===== src/rtl/duty_step_pkg.sv =====
// Shared types and helpers for the duty-step button debouncer.
//   db_state_t : per-button debounce FSM states
//   cnt_width  : counter width large enough for the longest cycle window
package duty_step_pkg;

  typedef enum logic [1:0] {
    IDLE         = 2'd0,
    PRESS_WAIT   = 2'd1,
    PRESSED      = 2'd2,
    RELEASE_WAIT = 2'd3
  } db_state_t;

  // Width of a counter that must reach (max(a,b,c) - 1).
  function automatic int cnt_width(input int a, input int b, input int c);
    int m;
    m = (a > b) ? a : b;
    m = (m > c) ? m : c;
    return (m <= 2) ? 1 : $clog2(m);
  endfunction

endpackage


===== src/rtl/duty_step_debouncer_channel.sv =====
// One button channel: 2-flop synchroniser, debounce FSM and (optionally)
// auto-repeat. Emits a registered 1-cycle raw pulse per accepted press.
// Optional feature macro: DUTY_STEP_AUTO_REPEAT_EN (auto-repeat while held).
// Ports:
//   clk         in  system clock
//   rst         in  synchronous reset, active-high
//   btn_i       in  raw asynchronous button, active-high
//   raw_pulse_o out 1-cycle step request (before arbitration)
//   level_o     out debounced level (high in PRESSED / RELEASE_WAIT)
module debounce_channel
  import duty_step_pkg::*;
#(
  parameter int DEBOUNCE_CYCLES      = 1_000_000,
  parameter int REPEAT_DELAY_CYCLES  = 50_000_000,
  parameter int REPEAT_PERIOD_CYCLES = 20_000_000
) (
  input  logic clk,
  input  logic rst,
  input  logic btn_i,
  output logic raw_pulse_o,
  output logic level_o
);

  localparam int CW = cnt_width(DEBOUNCE_CYCLES, REPEAT_DELAY_CYCLES, REPEAT_PERIOD_CYCLES);
  localparam logic [CW-1:0] DB_LAST = CW'(DEBOUNCE_CYCLES - 1);

  logic            sync1_q, sync2_q;
  db_state_t       state_q, state_d;
  logic [CW-1:0]   cnt_q, cnt_d;
  logic            pulse_q, pulse_d;

`ifdef DUTY_STEP_AUTO_REPEAT_EN
  localparam logic [CW-1:0] REP_DELAY_LAST  = CW'(REPEAT_DELAY_CYCLES - 1);
  localparam logic [CW-1:0] REP_PERIOD_LAST = CW'(REPEAT_PERIOD_CYCLES - 1);
  logic [CW-1:0]   rcnt_q, rcnt_d;
  // 0: waiting out the initial hold delay, 1: periodic repeat phase
  logic            rphase_q, rphase_d;
`endif

  always_ff @(posedge clk) begin
    if (rst) begin
      sync1_q <= 1'b0;
      sync2_q <= 1'b0;
      state_q <= IDLE;
      cnt_q   <= '0;
      pulse_q <= 1'b0;
`ifdef DUTY_STEP_AUTO_REPEAT_EN
      rcnt_q   <= '0;
      rphase_q <= 1'b0;
`endif
    end else begin
      sync1_q <= btn_i;
      sync2_q <= sync1_q;
      state_q <= state_d;
      cnt_q   <= cnt_d;
      pulse_q <= pulse_d;
`ifdef DUTY_STEP_AUTO_REPEAT_EN
      rcnt_q   <= rcnt_d;
      rphase_q <= rphase_d;
`endif
    end
  end

  always_comb begin
    state_d = state_q;
    cnt_d   = cnt_q;
    pulse_d = 1'b0;
`ifdef DUTY_STEP_AUTO_REPEAT_EN
    rcnt_d   = rcnt_q;
    rphase_d = rphase_q;
`endif
    case (state_q)
      IDLE: begin
        if (sync2_q) begin
          state_d = PRESS_WAIT;
          cnt_d   = '0;
        end
      end
      PRESS_WAIT: begin
        if (!sync2_q) begin
          state_d = IDLE;
        end else if (cnt_q == DB_LAST) begin
          // Only this transition produces a press pulse.
          state_d = PRESSED;
          pulse_d = 1'b1;
`ifdef DUTY_STEP_AUTO_REPEAT_EN
          rcnt_d   = '0;
          rphase_d = 1'b0;
`endif
        end else begin
          cnt_d = cnt_q + 1'b1;
        end
      end
      PRESSED: begin
        if (!sync2_q) begin
          state_d = RELEASE_WAIT;
          cnt_d   = '0;
`ifdef DUTY_STEP_AUTO_REPEAT_EN
          rcnt_d   = '0;
          rphase_d = 1'b0;
`endif
        end else begin
`ifdef DUTY_STEP_AUTO_REPEAT_EN
          if (!rphase_q) begin
            if (rcnt_q == REP_DELAY_LAST) begin
              pulse_d  = 1'b1;
              rcnt_d   = '0;
              rphase_d = 1'b1;
            end else begin
              rcnt_d = rcnt_q + 1'b1;
            end
          end else if (rcnt_q == REP_PERIOD_LAST) begin
            pulse_d = 1'b1;
            rcnt_d  = '0;
          end else begin
            rcnt_d = rcnt_q + 1'b1;
          end
`endif
        end
      end
      RELEASE_WAIT: begin
        if (sync2_q) begin
          // Release bounce: go back without a new pulse; repeat delay restarts.
          state_d = PRESSED;
`ifdef DUTY_STEP_AUTO_REPEAT_EN
          rcnt_d   = '0;
          rphase_d = 1'b0;
`endif
        end else if (cnt_q == DB_LAST) begin
          state_d = IDLE;
        end else begin
          cnt_d = cnt_q + 1'b1;
        end
      end
      default: state_d = IDLE;
    endcase
  end

  assign raw_pulse_o = pulse_q;
  assign level_o     = (state_q == PRESSED) || (state_q == RELEASE_WAIT);

endmodule


===== src/rtl/duty_step_debouncer.sv =====
// Duty-step button conditioner feeding the PWM generator's increase/decrease
// inputs. Two debounce channels plus an arbiter with registered outputs.
// Optional feature macro: DUTY_STEP_AUTO_REPEAT_EN (auto-repeat while held).
// Ports:
//   clk          in  system clock
//   rst          in  synchronous reset, active-high
//   inc_btn_i    in  raw increase button (async, active-high)
//   dec_btn_i    in  raw decrease button (async, active-high)
//   inc_pulse_o  out registered 1-cycle increase request
//   dec_pulse_o  out registered 1-cycle decrease request
//   inc_level_o  out debounced increase level
//   dec_level_o  out debounced decrease level
module duty_step_debouncer
  import duty_step_pkg::*;
#(
  parameter int DEBOUNCE_CYCLES      = 1_000_000,
  parameter int REPEAT_DELAY_CYCLES  = 50_000_000,
  parameter int REPEAT_PERIOD_CYCLES = 20_000_000
) (
  input  logic clk,
  input  logic rst,
  input  logic inc_btn_i,
  input  logic dec_btn_i,
  output logic inc_pulse_o,
  output logic dec_pulse_o,
  output logic inc_level_o,
  output logic dec_level_o
);

  logic inc_raw, dec_raw;
  logic inc_lvl, dec_lvl;
  logic inc_pulse_q, inc_pulse_d;
  logic dec_pulse_q, dec_pulse_d;

  debounce_channel #(
    .DEBOUNCE_CYCLES      (DEBOUNCE_CYCLES),
    .REPEAT_DELAY_CYCLES  (REPEAT_DELAY_CYCLES),
    .REPEAT_PERIOD_CYCLES (REPEAT_PERIOD_CYCLES)
  ) u_inc (
    .clk         (clk),
    .rst         (rst),
    .btn_i       (inc_btn_i),
    .raw_pulse_o (inc_raw),
    .level_o     (inc_lvl)
  );

  debounce_channel #(
    .DEBOUNCE_CYCLES      (DEBOUNCE_CYCLES),
    .REPEAT_DELAY_CYCLES  (REPEAT_DELAY_CYCLES),
    .REPEAT_PERIOD_CYCLES (REPEAT_PERIOD_CYCLES)
  ) u_dec (
    .clk         (clk),
    .rst         (rst),
    .btn_i       (dec_btn_i),
    .raw_pulse_o (dec_raw),
    .level_o     (dec_lvl)
  );

  // Simultaneous pulses cancel; a held opposite button locks this one out.
  always_comb begin
    inc_pulse_d = inc_raw & ~dec_raw & ~dec_lvl;
    dec_pulse_d = dec_raw & ~inc_raw & ~inc_lvl;
  end

  always_ff @(posedge clk) begin
    if (rst) begin
      inc_pulse_q <= 1'b0;
      dec_pulse_q <= 1'b0;
    end else begin
      inc_pulse_q <= inc_pulse_d;
      dec_pulse_q <= dec_pulse_d;
    end
  end

  assign inc_pulse_o = inc_pulse_q;
  assign dec_pulse_o = dec_pulse_q;
  assign inc_level_o = inc_lvl;
  assign dec_level_o = dec_lvl;

endmodule


===== config.mk =====
export PLATFORM = sky130hd
export DESIGN_NAME = duty_step_debouncer
export DESIGN_NICKNAME = d
export VERILOG_FILES = /design/src/rtl/duty_step_pkg.sv /design/src/rtl/duty_step_debouncer_channel.sv /design/src/rtl/duty_step_debouncer.sv
export SDC_FILE = /design/constraint.sdc
export NUM_CORES = 1
export LEC_CHECK = 0
export ABC_AREA = 1
export CORE_ASPECT_RATIO = 1.2
export CORE_MARGIN = 3
export CORE_UTILIZATION = 40
export DETAILED_ROUTE_END_ITERATION = 10
export GPL_ROUTABILITY_DRIVEN = 0
export PLACE_DENSITY = 0.58
export SLEW_MARGIN = 20
export SYNTH_ARGS = -nofsm -noshare
export SYNTH_HDL_FRONTEND = slang
export SYNTH_SLANG_ARGS = --single-unit

===== constraint.sdc =====
create_clock -name clk -period 3.71 [get_ports clk]
set_input_delay 0.9275 -clock clk [delete_from_list [all_inputs] [get_ports clk]]
set_output_delay 0.9275 -clock clk [all_outputs]
set_load 0.01 [all_outputs]

# Word level (Yosys, flattened, before mapping)
# Cells that the tools add are included.
dict set report totals {
  reg_bits 64
  input_bits 4
  out_inout_bits 4
  elab_cells 84
}
dict set report classes {
  addsub 2
  eq_ne 20
  n_mux 28
  bitwise 12
  n_reduce_logical 10
}
# cell count
set op_table {}
lappend op_table {{26-bit two-way mux} 10}
lappend op_table {{26-bit one-hot mux with 4 select lines} 2}
lappend op_table {{26-bit by 1-bit adder with 26-bit output (second input constant)} 2}
lappend op_table {{26-bit by 20-bit == test with 1-bit output (second input constant)} 2}
lappend op_table {{2-bit two-way mux} 12}
lappend op_table {{2-bit one-hot mux with 4 select lines} 2}
lappend op_table {{4-bit AND reduction} 4}
lappend op_table {{2-bit == test (second input constant)} 4}
lappend op_table {{2-bit by 1-bit != test with 1-bit output (second input constant)} 4}
lappend op_table {{2-bit != test (second input constant)} 4}
lappend op_table {{1-bit inverter} 8}
lappend op_table {{3-bit by 1-bit != test with 1-bit output (second input constant)} 2}
lappend op_table {{3-bit != test (second input constant)} 2}
lappend op_table {{3-bit OR reduction} 2}
lappend op_table {{1-bit AND} 4}
lappend op_table {{2-bit by 1-bit == test with 1-bit output (second input constant)} 2}
lappend op_table {{2-bit zero test} 2}
lappend op_table {{1-bit logical OR} 2}
lappend op_table {{1-bit two-way mux} 2}

# Longest topological paths before layout
# Gate-level depths: netlist (run 1).
dict set report depth {
  depth_word 4
  depth_mapped 11
  depth_no_buf 11
}

# By module
# A second synthesis (run 1) with hierarchy kept.
dict set report hier_totals {
  cells_unflattened 641
  hier_area_um2 3965.1
}
# mod instances cells_per_inst area_per_inst_um2
set modules_own_cells {}
lappend modules_own_cells {debounce_channel 2 314 1941.9}
lappend modules_own_cells {duty_step_debouncer 1 13 81.3}

# Worst setup path before layout (run 1)
# Ideal clock, no wire load.
dict set report synth_path {
  path_type {in2reg}
  start {input port rst}
  end {register u_inc.cnt_q[16]}
  setup_ns 0.064
  t_arrival_ns 1.648
  t_required_ns 3.646
  path_slack_ns 1.998
  cell_stages 6
  n_path_buf 1
  path_cell_list {inv_1 o21ai_0 clkinv_1 clkbuf_1 nand2_1 nor2_1}
}
# element line_no
set synth_lines {}
lappend synth_lines {{start, declared} duty_step_debouncer.sv:21} ;# input logic rst,
lappend synth_lines {{end signal, assigned} duty_step_debouncer_channel.sv:55} ;# cnt_q <= cnt_d;
lappend synth_lines {{end, declared} duty_step_debouncer_channel.sv:29} ;# logic [CW-1:0] cnt_q, cnt_d;

==> metrics.txt, run 1 <==
Async SR Flop Fraction 0%; Seq cells post-synth 64; Area contributors post-synth dfxtp_1 36%, nand2_1 16%, nor2_1 14%; Netlist cell types 29; NumNets Final around 600; critical path class reg2out; die area a little over 10000 um2; Overall Global Routing Usage between 15 and 20%; FMAX about 420 MHz; Final Power approximately 0.0014 W; Finished Layout Cells 705; vias per cell 4.80; CP Cell Sequence clkdlybuf4s50_1; Post-CTS Resized 0; pin count of the biggest net entering global routing 28; First-pass DRT Iterations 4; cts bufs inserted 9; crit share post-route ~64%; synth-to-layout area growth 10.4%; DR WL/cell ~12 um; Placed Instances roughly 690; CP peak stage delay 600 ps; Worst-Skew Late Latency between 300 and 400 ps; crit path max fanout 5; post-synthesis area per instance 6.21 um2; post-detail-place hpwl about 6000 um; clk buf depth 2; Die H 110 um; Die X between 90 and 100 um; commonest non-fill, non-tap cell in the layout nand2_1; initial core utilization between 40 and 50%; placed cell area 3720 um2; core box area ~8700 um2; vias in the first global route 3229; Worst EP arrival 1440 ps; CP required approximately 2800 ps; Root Driver clkbuf_8; Slew Limit Fails 0; TNS Setup 0 ps; drt first-iter violations between 100 and 150; top cell type's share of synthesized area between 30% and 40%; H-tree depth 3; final hold violation count 0; cell area after layout about 4000 um2; PD cells 362 nW/um2; Setup crit end kind output pin; Post-Route Skew 17.3 ps; cell area after synthesis 3580 um2; Synth area leader dfxtp_1; CTS hold repair buffers 0; CP Launch Type flop; # DRC 0; initial antenna violation count 0; total clock sinks between 60 and 70; worst path bufs/invs 1; slew at the pin closest to its max-slew limit 790 ps; share of layout cells above drive strength 1 under 10%; Max-Cap Viols 0; number of synthesized flops with an enable pin 0; IO buf count 7; IO Pins 8; final WL 8280 um; Syn Inst Count 577; fin crit period approximately 2400 ps; Antenna Nets Post-Route 0; status complete, no violations; predominant post-synthesis flop cell dfxtp_1; maximum vdd ir drop roughly 0.22 mV; vias post-DR roughly 3400; row cnt 37; most frequent cells in the layout 149 x nand2_1, 130 x nor2_1, 75 x inv_1, 64 x dfxtp_1, 48 x nand3_1; LEAKAGE 1.49 nW; RSZ-0062 raised after global routing false; sequential area share after synthesis 35.8%; Syn Nets between 500 and 600; Setup Buffers After CTS 0; Worst path slowest cell clkdlybuf4s50_1; gr ovfl total 0; final-report setup violation count 0; delay-heaviest family, CP buffers and inverters; Ys Warns 0; max_slew headroom around 47%; TritonCTS clock tree done; clock transition at the registers of the reported paths about 80 ps; number of antenna diodes 0; global-route wire length before repair 14200 um; Hold Path Class reg2reg
flip-flops by register name (all words and copies together) (netlist names), named ones only:
register and cells:
u_dec.cnt_q 26, inc_pulse_o 1, u_inc.sync2_q 1, u_dec.state_q 1, dec_pulse_o 1, u_inc.state_q 1, u_dec.sync2_q 1, u_inc.raw_pulse_o 1
u_inc.cnt_q 26, u_dec.raw_pulse_o 1, u_inc.sync1_q 1, u_dec.sync1_q 1
report_power, final:
| group | internal, W | total, W | switching [W] |
|---|---|---|---|
| logic | 0.0000119 | 0.0000446 | 0.0000327 |
| clock network | 0.000400 | 0.000693 | 0.000293 |
| registers | 0.000690 | 0.000693 | 0.00000294 |
routing by layer:
metal  global-route usage [%]  vias up  share of wire, %
met1                     19.2     1533                43
met2                     32.8       39                53
li1                         -     1807                 -
met3                     2.67        6               2.8
met4                     8.39        0               1.1
met5                        0        -                 0
tightest hold or removal path: cells and delay by family, from the launching register on:
family / cells / cell delay [ps]
buffers and inverters: 1 / 40
AND/OR/NAND/NOR: 1 / 30
flip-flops: 1 / 300
cell usage after synthesis (3+ instances only):
cell and instances:
nand3b_1 4, nand4_1 12, xnor2_1 3, o21ai_0 13, dfxtp_1 64, nand2_1 149
a21oi_1 15, buf_6 3, nor2_2 3, inv_1 75, o21bai_1 8, clkbuf_1 7
nand3_1 48, nor3_1 19, nor2_1 130, xor2_1 6
final cells by class:
cell class / count / area, um2
Timing Repair Buffer: 8 / 77.6
Multi-Input combinational cell: 423 / 1930
Inverter: 77 / 289
Sequential cell: 64 / 1280
Clock inverter: 6 / 91.3
Clock buffer: 10 / 138
Tap cell: 117 / 146
Fill cell: 951 / 4700
stage by stage:
stage	util [%]	worst slack, ps	hold slack [ps]
after floorplan	-	2000	388
after global placement	43.0	991	393
after detailed placement	43.0	975	392
after CTS	45.7	1310	396
after global routing	45.7	1130	423
final	45.7	1340	391
cell families after synthesis:
kind of cell | after synthesis | synth area share (%)
fa+ha+maj | 2 | 0.699
xor+xnor | 10 | 2.97
flops | 64 | 35.8
simple gates | 373 | 44.0
buf+inv | 90 | 10.3
compound gates | 38 | 6.25
path summary, 6_finish.rpt:
path / slack (ps) / end / startpoint / cells after the start
worst max-delay path: 1340 / dec_level_o / flop / 1
worst min-delay path: 390 / u_inc.sync2_q / u_inc.sync1_q / 2
worst max register to register: 1650 / u_dec.cnt_q[19] / u_dec.cnt_q[0] / 11
worst min register to register: 390 / u_inc.sync2_q / u_inc.sync1_q / 2
Note: power is estimated with default switching activity, not from simulation.
==> run 2: changes to the inputs <==
--- a/config.mk
+++ b/config.mk
@@ -11,7 +11,7 @@
 export CORE_UTILIZATION = 40
 export DETAILED_ROUTE_END_ITERATION = 10
 export GPL_ROUTABILITY_DRIVEN = 0
-export PLACE_DENSITY = 0.58
+export PLACE_DENSITY = 0.61
 export SLEW_MARGIN = 20
 export SYNTH_ARGS = -nofsm -noshare
 export SYNTH_HDL_FRONTEND = slang
==> constraint.sdc (replaced) <==
create_clock -name clk -period 2.08 [get_ports clk]
set_input_delay 0.52 -clock clk [delete_from_list [all_inputs] [get_ports clk]]
set_output_delay 0.52 -clock clk [all_outputs]
set_load 0.01 [all_outputs]
==> run 2 against run 1 <==
Clock-buffer cell count is 1 lower. Flip-flop and latch count unchanged. Clock skew shrank 8.1 ps. Die area unchanged. Final cell count rose by 1.1%. Total power up 77%.
==> metrics.txt, run 2 (synthesis results as in run 1) <==
delay-heaviest family, CP buffers and inverters; most frequent cells in the layout 149 x nand2_1, 129 x nor2_1, 75 x inv_1, 64 x dfxtp_1, 48 x nand3_1; number of antenna diodes 0 (unchanged); crit path max fanout 5 (unchanged); IO Pins 8 (unchanged); First-pass DRT Iterations 5 (+1); Setup Buffers After CTS 0 (unchanged); pin count of the biggest net entering global routing 28 (unchanged); clk buf depth 2 (unchanged); critical path class reg2out; initial core utilization 41.4% (unchanged); crit share post-route a little over nine tenths; cts bufs inserted 9 (unchanged); multi-input gate area in the final layout 1960 um2 (+1.4%); total clock sinks 64 (unchanged); slack of the critical path 100 ps (-1240 ps); Comb power frac 3.7% (+0.6 points); Placement Setup Slack 146 ps (-829 ps); synth-to-layout area growth 12.7%; final WL 8650 um (+4.5%); worst path bufs/invs 1 (unchanged); # fillers 940 (-1.2%); status complete, no violations; post-detail-place hpwl 6150 um (+2.0%); Overall Global Routing Usage 18.4% (+0.89 points); TNS Setup 0 ps (unchanged); Hold Path Class reg2reg; # DRC 0 (unchanged); core box area 8660 um2 (unchanged); final-report setup violation count 0 (unchanged); CP Cell Sequence clkdlybuf4s50_1; FF/Latch Area 1280 um2 (unchanged); Worst R2R End u_dec.cnt_q[4]; TritonCTS clock tree done; initial antenna violation count 0 (unchanged); IO buf count 7 (unchanged); cell area after layout 4040 um2 (+2.1%); Worst R2R Setup Slack 260 ps (-1390 ps); maximum vdd ir drop 0.314 mV (+43%); reg2reg path depth 10 (-1); max_slew headroom 67.2% (+20 points); CP peak stage delay 600 ps (about the same); CP Depth 1 (unchanged); WHS Endpoint u_dec.sync2_q; vias per cell 4.88 (+1.6%); Worst-Skew Late Latency 350 ps (about the same); Die H 110 um (unchanged); Hold Crit Depth 2 (unchanged); drt first-iter violations 101 (-5.6%); clock network fraction of total power 47.6% (-0.8 points); Antenna Nets Post-Route 0 (unchanged); RSZ-0062 raised after global routing false; NumNets Final 597 (+1.4%); DR WL/cell 12.1 um (+3.3%); RR Startpoint u_dec.cnt_q[0]; H-tree depth 3 (unchanged); clock transition at the registers of the reported paths 80 ps (about the same); Regs by FF count u_dec.cnt_q x26, u_inc.cnt_q x26; Slew Limit Fails 0 (unchanged); LEAKAGE 1.55 nW (+3.7%); commonest non-fill, non-tap cell in the layout nand2_1; vias post-DR 3478 (+2.7%); Post-Route Skew 9.16 ps (-8.12 ps); fin crit period 1980 ps; Hold Crit Start u_dec.sync1_q; P_sw 0.000602 W (+83%); global-route wire length before repair 14800 um (+4.0%); CP required 1560 ps (-1220 ps); gr ovfl total 0 (unchanged); FMAX 505 MHz; row cnt 37 (unchanged); placed cell area 3790 um2 (+1.7%); vias in the first global route 3277 (+1.5%); CP Launch Type flop; final hold violation count 0 (unchanged); Finished Layout Cells 713 (+1.1%); Worst EP arrival 1460 ps (+20 ps); switch share 23.7% (+0.75 points); PD cells 629 nW/um2 (+74%); Max-Cap Viols 0 (unchanged); Pint 0.00194 W (+76%); slew at the pin closest to its max-slew limit 491 ps (-299 ps); Root Driver clkbuf_8; sequential share of power 48.7% (+0.3 points); share of layout cells above drive strength 1 6.04% (+1.4 points); Setup crit end kind output pin; CTS hold repair buffers 0 (unchanged); Die X 92.4 um (unchanged); die area 10100 um2 (unchanged); Worst path slowest cell clkdlybuf4s50_1; Placed Instances 696 (+1.0%)
## run 2: cell types whose count changed in the layout (fill, tap and decap cells not counted)
cell / before / now
buf_12: 0 / 1
nand2_4: 1 / 2
clkinv_2: 1 / 2
nand2_2: 2 / 1
nand2_8: 0 / 1
inv_6: 1 / 0
clkbuf_8: 10 / 9
clkinv_4: 2 / 3
nor2_2: 3 / 4
nor2_1: 130 / 129
buf_4: 1 / 7
## run 2: metal layers
metal | global-route usage [%] | wire, um | part of all wire [%]
met5 | 0 | 0 | 0
met4 | 8.60 | 206 | 2.4
met3 | 2.67 | 255 | 2.9
met2 | 35.0 | 4640 | 54
met1 | 19.9 | 3550 | 41
## run 2: final cells by class
cell class	instances	share of cell area (%)
clock inverter	7	2.39
multi-input combinational	424	48.5
tap	117	3.63
clock buffer	9	3.07
inverter	77	7.16
sequential	64	31.7
timing repair buffer	15	3.53
## run 2: power by group through the flow
stage	logic (W)	clock network (W)	registers (W)
after floorplan	0.0000614	0	0.00126
after global placement	0.0000912	0	0.00127
after detailed placement	0.0000920	0	0.00127
after CTS	0.0000923	0.00123	0.00124
after global routing	0.000105	0.00129	0.00124
final	0.0000938	0.00121	0.00124
## run 2: repair_timing
action	4_1_cts	5_1_grt
setup endpoints to repair	0	14
resized for setup	0	3
endpoints found under the hold margin	0	0
## run 2: worst max-delay path by stage
stage	from	to	slack, ps
3_5_place_dp	u_dec.cnt_q[0]	u_dec.cnt_q[4]	150
6_report	flop	dec_level_o	100
3_3_place_gp	u_dec.cnt_q[0]	u_dec.cnt_q[19]	250
2_1_floorplan	u_dec.cnt_q[0]	u_dec.cnt_q[16]	420
4_1_cts	flop	dec_level_o	80
5_1_grt	flop	dec_level_o	40
## run 2: tightest hold or removal path: stages (launching register included)
cell	delay (ps)
dfxtp_1	300
inv_1	40
nor2_1	30
## run 2: through the flow
| stage | util, % | power [W] | hold slack (ps) |
|---|---|---|---|
| 3_3_place_gp | 43.8 | 0.00136 | 396 |
| 5_1_grt | 46.6 | 0.00264 | 431 |
| 3_5_place_dp | 43.8 | 0.00136 | 395 |
| 6_report | 46.6 | 0.00254 | 405 |
| 2_1_floorplan | - | 0.00133 | 388 |
| 4_1_cts | 46.3 | 0.00256 | 406 |
==> run 3: changes to the inputs <==
--- a/config.mk
+++ b/config.mk
@@ -8,10 +8,10 @@
 export ABC_AREA = 1
 export CORE_ASPECT_RATIO = 1.2
 export CORE_MARGIN = 3
-export CORE_UTILIZATION = 40
+export CORE_UTILIZATION = 24
 export DETAILED_ROUTE_END_ITERATION = 10
-export GPL_ROUTABILITY_DRIVEN = 0
-export PLACE_DENSITY = 0.61
+export GPL_ROUTABILITY_DRIVEN = 1
+export PLACE_DENSITY = 0.42
 export SLEW_MARGIN = 20
 export SYNTH_ARGS = -nofsm -noshare
 export SYNTH_HDL_FRONTEND = slang
==> run 3 against run 2 <==
Final cell count increased by 12%. Fmax increased by 1.9%. Utilization shrank 17 points. Largest cell class unchanged.
==> metrics.txt, run 3 (synthesis results as in run 1) <==
vias per cell 4.27 (-12%); critical path class reg2out; FF/Latch Area 1280 um2 (unchanged); Finished Layout Cells 800 (+12%); die area 16400 um2 (+62%); sequential share of power 41.9% (-6.8 points); Max-Cap Viols 0 (unchanged); NumNets Final 601 (+0.67%); DR WL/cell 11.3 um (-6.7%); final hold violation count 0 (unchanged); most frequent cells in the layout 149 x nand2_1, 130 x nor2_1, 75 x inv_1, 64 x dfxtp_1, 48 x nand3_1; initial antenna violation count 0 (unchanged); Comb power frac 3.2% (-0.5 points); delay-heaviest family, CP buffers and inverters; crit path max fanout 5 (unchanged); CTS hold repair buffers 0 (unchanged); Post-Route Skew 5.99 ps (-3.17 ps); CP Cell Sequence clkdlybuf4s50_1; share of layout cells above drive strength 1 6.00% (-0.040 points); # DRC 0 (unchanged); IO Pins 8 (unchanged); pin count of the biggest net entering global routing 28 (unchanged); post-detail-place hpwl 6670 um (+8.4%); Hold Path Class reg2reg; total clock sinks 64 (unchanged); CP peak stage delay 600 ps (about the same); core box area 14500 um2 (+67%); Placed Instances 782 (+12%); Final Power 0.00296 W (+17%); First-pass DRT Iterations 4 (-1); fin crit period 1940 ps (-36.7 ps); placer congestion estimate around 0.79; Die X 118 um (+27%); drt first-iter violations 148 (+47%); crit share post-route 93.4% (-1.8 points); clock network fraction of total power 54.9% (+7.3 points); LEAKAGE 1.59 nW (+3.1%); FMAX 515 MHz (+1.9%); vias in the first global route 3143 (-4.1%); number of antenna diodes 0 (unchanged); gr ovfl total 0 (unchanged); global-route wire length before repair 15100 um (+2.4%); # fillers 1611 (+71%); vias post-DR 3419 (-1.7%); H-tree depth 3 (unchanged); Antenna Nets Post-Route 0 (unchanged); clk buf depth 2 (unchanged); Worst-Skew Late Latency 330 ps (-20 ps); Worst EP arrival 1420 ps (-40 ps); synth-to-layout area growth 19.1%; row cnt 48 (+30%); Die H 140 um (+28%); RSZ-0062 raised after global routing false; slack of the critical path 137 ps (+36.7 ps); Worst path slowest cell clkdlybuf4s50_1; clock transition at the registers of the reported paths 50 ps (-30 ps); CP required 1560 ps (about the same); multi-input gate area in the final layout 1950 um2 (-0.45%); Placement Setup Slack 112 ps (-34.3 ps); Root Driver clkbuf_16; slew at the pin closest to its max-slew limit 476 ps (-15.3 ps); final WL 9050 um (+4.6%); Regs by FF count u_dec.cnt_q x26, u_inc.cnt_q x26; Slew Limit Fails 0 (unchanged); Setup crit end kind output pin; IO buf count 7 (unchanged); initial core utilization 24.7% (-17 points); TritonCTS clock tree done; Pint 0.00235 W (+21%); max_slew headroom 68.2% (+1.1 points); Overall Global Routing Usage 11.3% (-7.0 points); P_sw 0.000613 W (+2.0%); worst path bufs/invs 1 (unchanged); cts bufs inserted 9 (unchanged); TNS Setup 0 ps (unchanged); commonest non-fill, non-tap cell in the layout nand2_1; maximum vdd ir drop 0.377 mV (+20%); switch share 20.7% (-3.0 points); CP Launch Type flop; PD cells 694 nW/um2 (+10%); status complete, no violations; final-report setup violation count 0 (unchanged)
[run 3: cell types whose count changed in the layout (fill, tap and decap cells not counted)]
cell,delta
clkinv_2,-1
clkbuf_8,-8
nor2_1,+1
buf_4,+5
clkinv_4,-3
clkbuf_1,+3
clkbuf_16,+9
nor2_2,-3
nor2_4,+2
nand2_4,-2
nand2_2,+1
[run 3: per-layer routing]
| metal | part of all wire, % | vias to the layer above | track usage (%) |
|---|---|---|---|
| li1 | - | 1833 | - |
| met4 | 1.8 | 0 | 3.40 |
| met2 | 52 | 27 | 20.9 |
| met3 | 2.7 | 14 | 2.72 |
| met1 | 44 | 1545 | 12.9 |
| met5 | 0 | - | 0 |
[run 3: what timing repair did]
item,CTS,global route
endpoints found under the setup margin,0,34
resized for setup,0,3
setup buffers,0,2
[run 3: area by class of cell]
class / instances / share of cell area (%)
flip-flops and latches: 64 / 30.0
clock buffers: 13 / 5.87
clock inverters: 3 / 1.53
repair buffers: 20 / 4.23
multi-input cells: 423 / 45.7
inverters: 77 / 6.78
well taps: 200 / 5.87
[run 3: stage by stage]
stage                     cell area [um2]  utilization, %  hold WS [ps]
after global routing                 4260            29.5           432
after CTS                            4230            29.2           406
after detailed placement             3920            27.0           396
after global placement               3920            27.0           393
final                                4260            29.5           402
after floorplan                      3580               -           388
[run 3: worst paths after layout]
path | end | cells after the start | slack, ps | startpoint
max | dec_level_o | 1 | 140 | flop
min | u_inc.sync2_q | 2 | 400 | u_inc.sync1_q
min reg2reg | u_inc.sync2_q | 2 | 400 | u_inc.sync1_q
max reg2reg | u_dec.cnt_q[22] | 10 | 200 | u_dec.cnt_q[0]
[run 3: power groups by stage]
stage | Sequential (W) | Clock [W] | Combinational [W]
final | 0.00124 | 0.00162 | 0.0000952
after CTS | 0.00124 | 0.00168 | 0.0000958
after global placement | 0.00127 | 0 | 0.0000961
after floorplan | 0.00126 | 0 | 0.0000614
after detailed placement | 0.00127 | 0 | 0.0000957
after global routing | 0.00124 | 0.00171 | 0.000109
[run 3: worst reg2reg max path: stages, from the launching register on]
cell     delay (ps)
dfxtp_1         380
ha_1            210
nand3_1         170
nor2_4          170
buf_4           120
nand2_1         120
nor2_1          200
nand3_1         130
o21ai_0         190
nand2_1          60
nor2_1           70
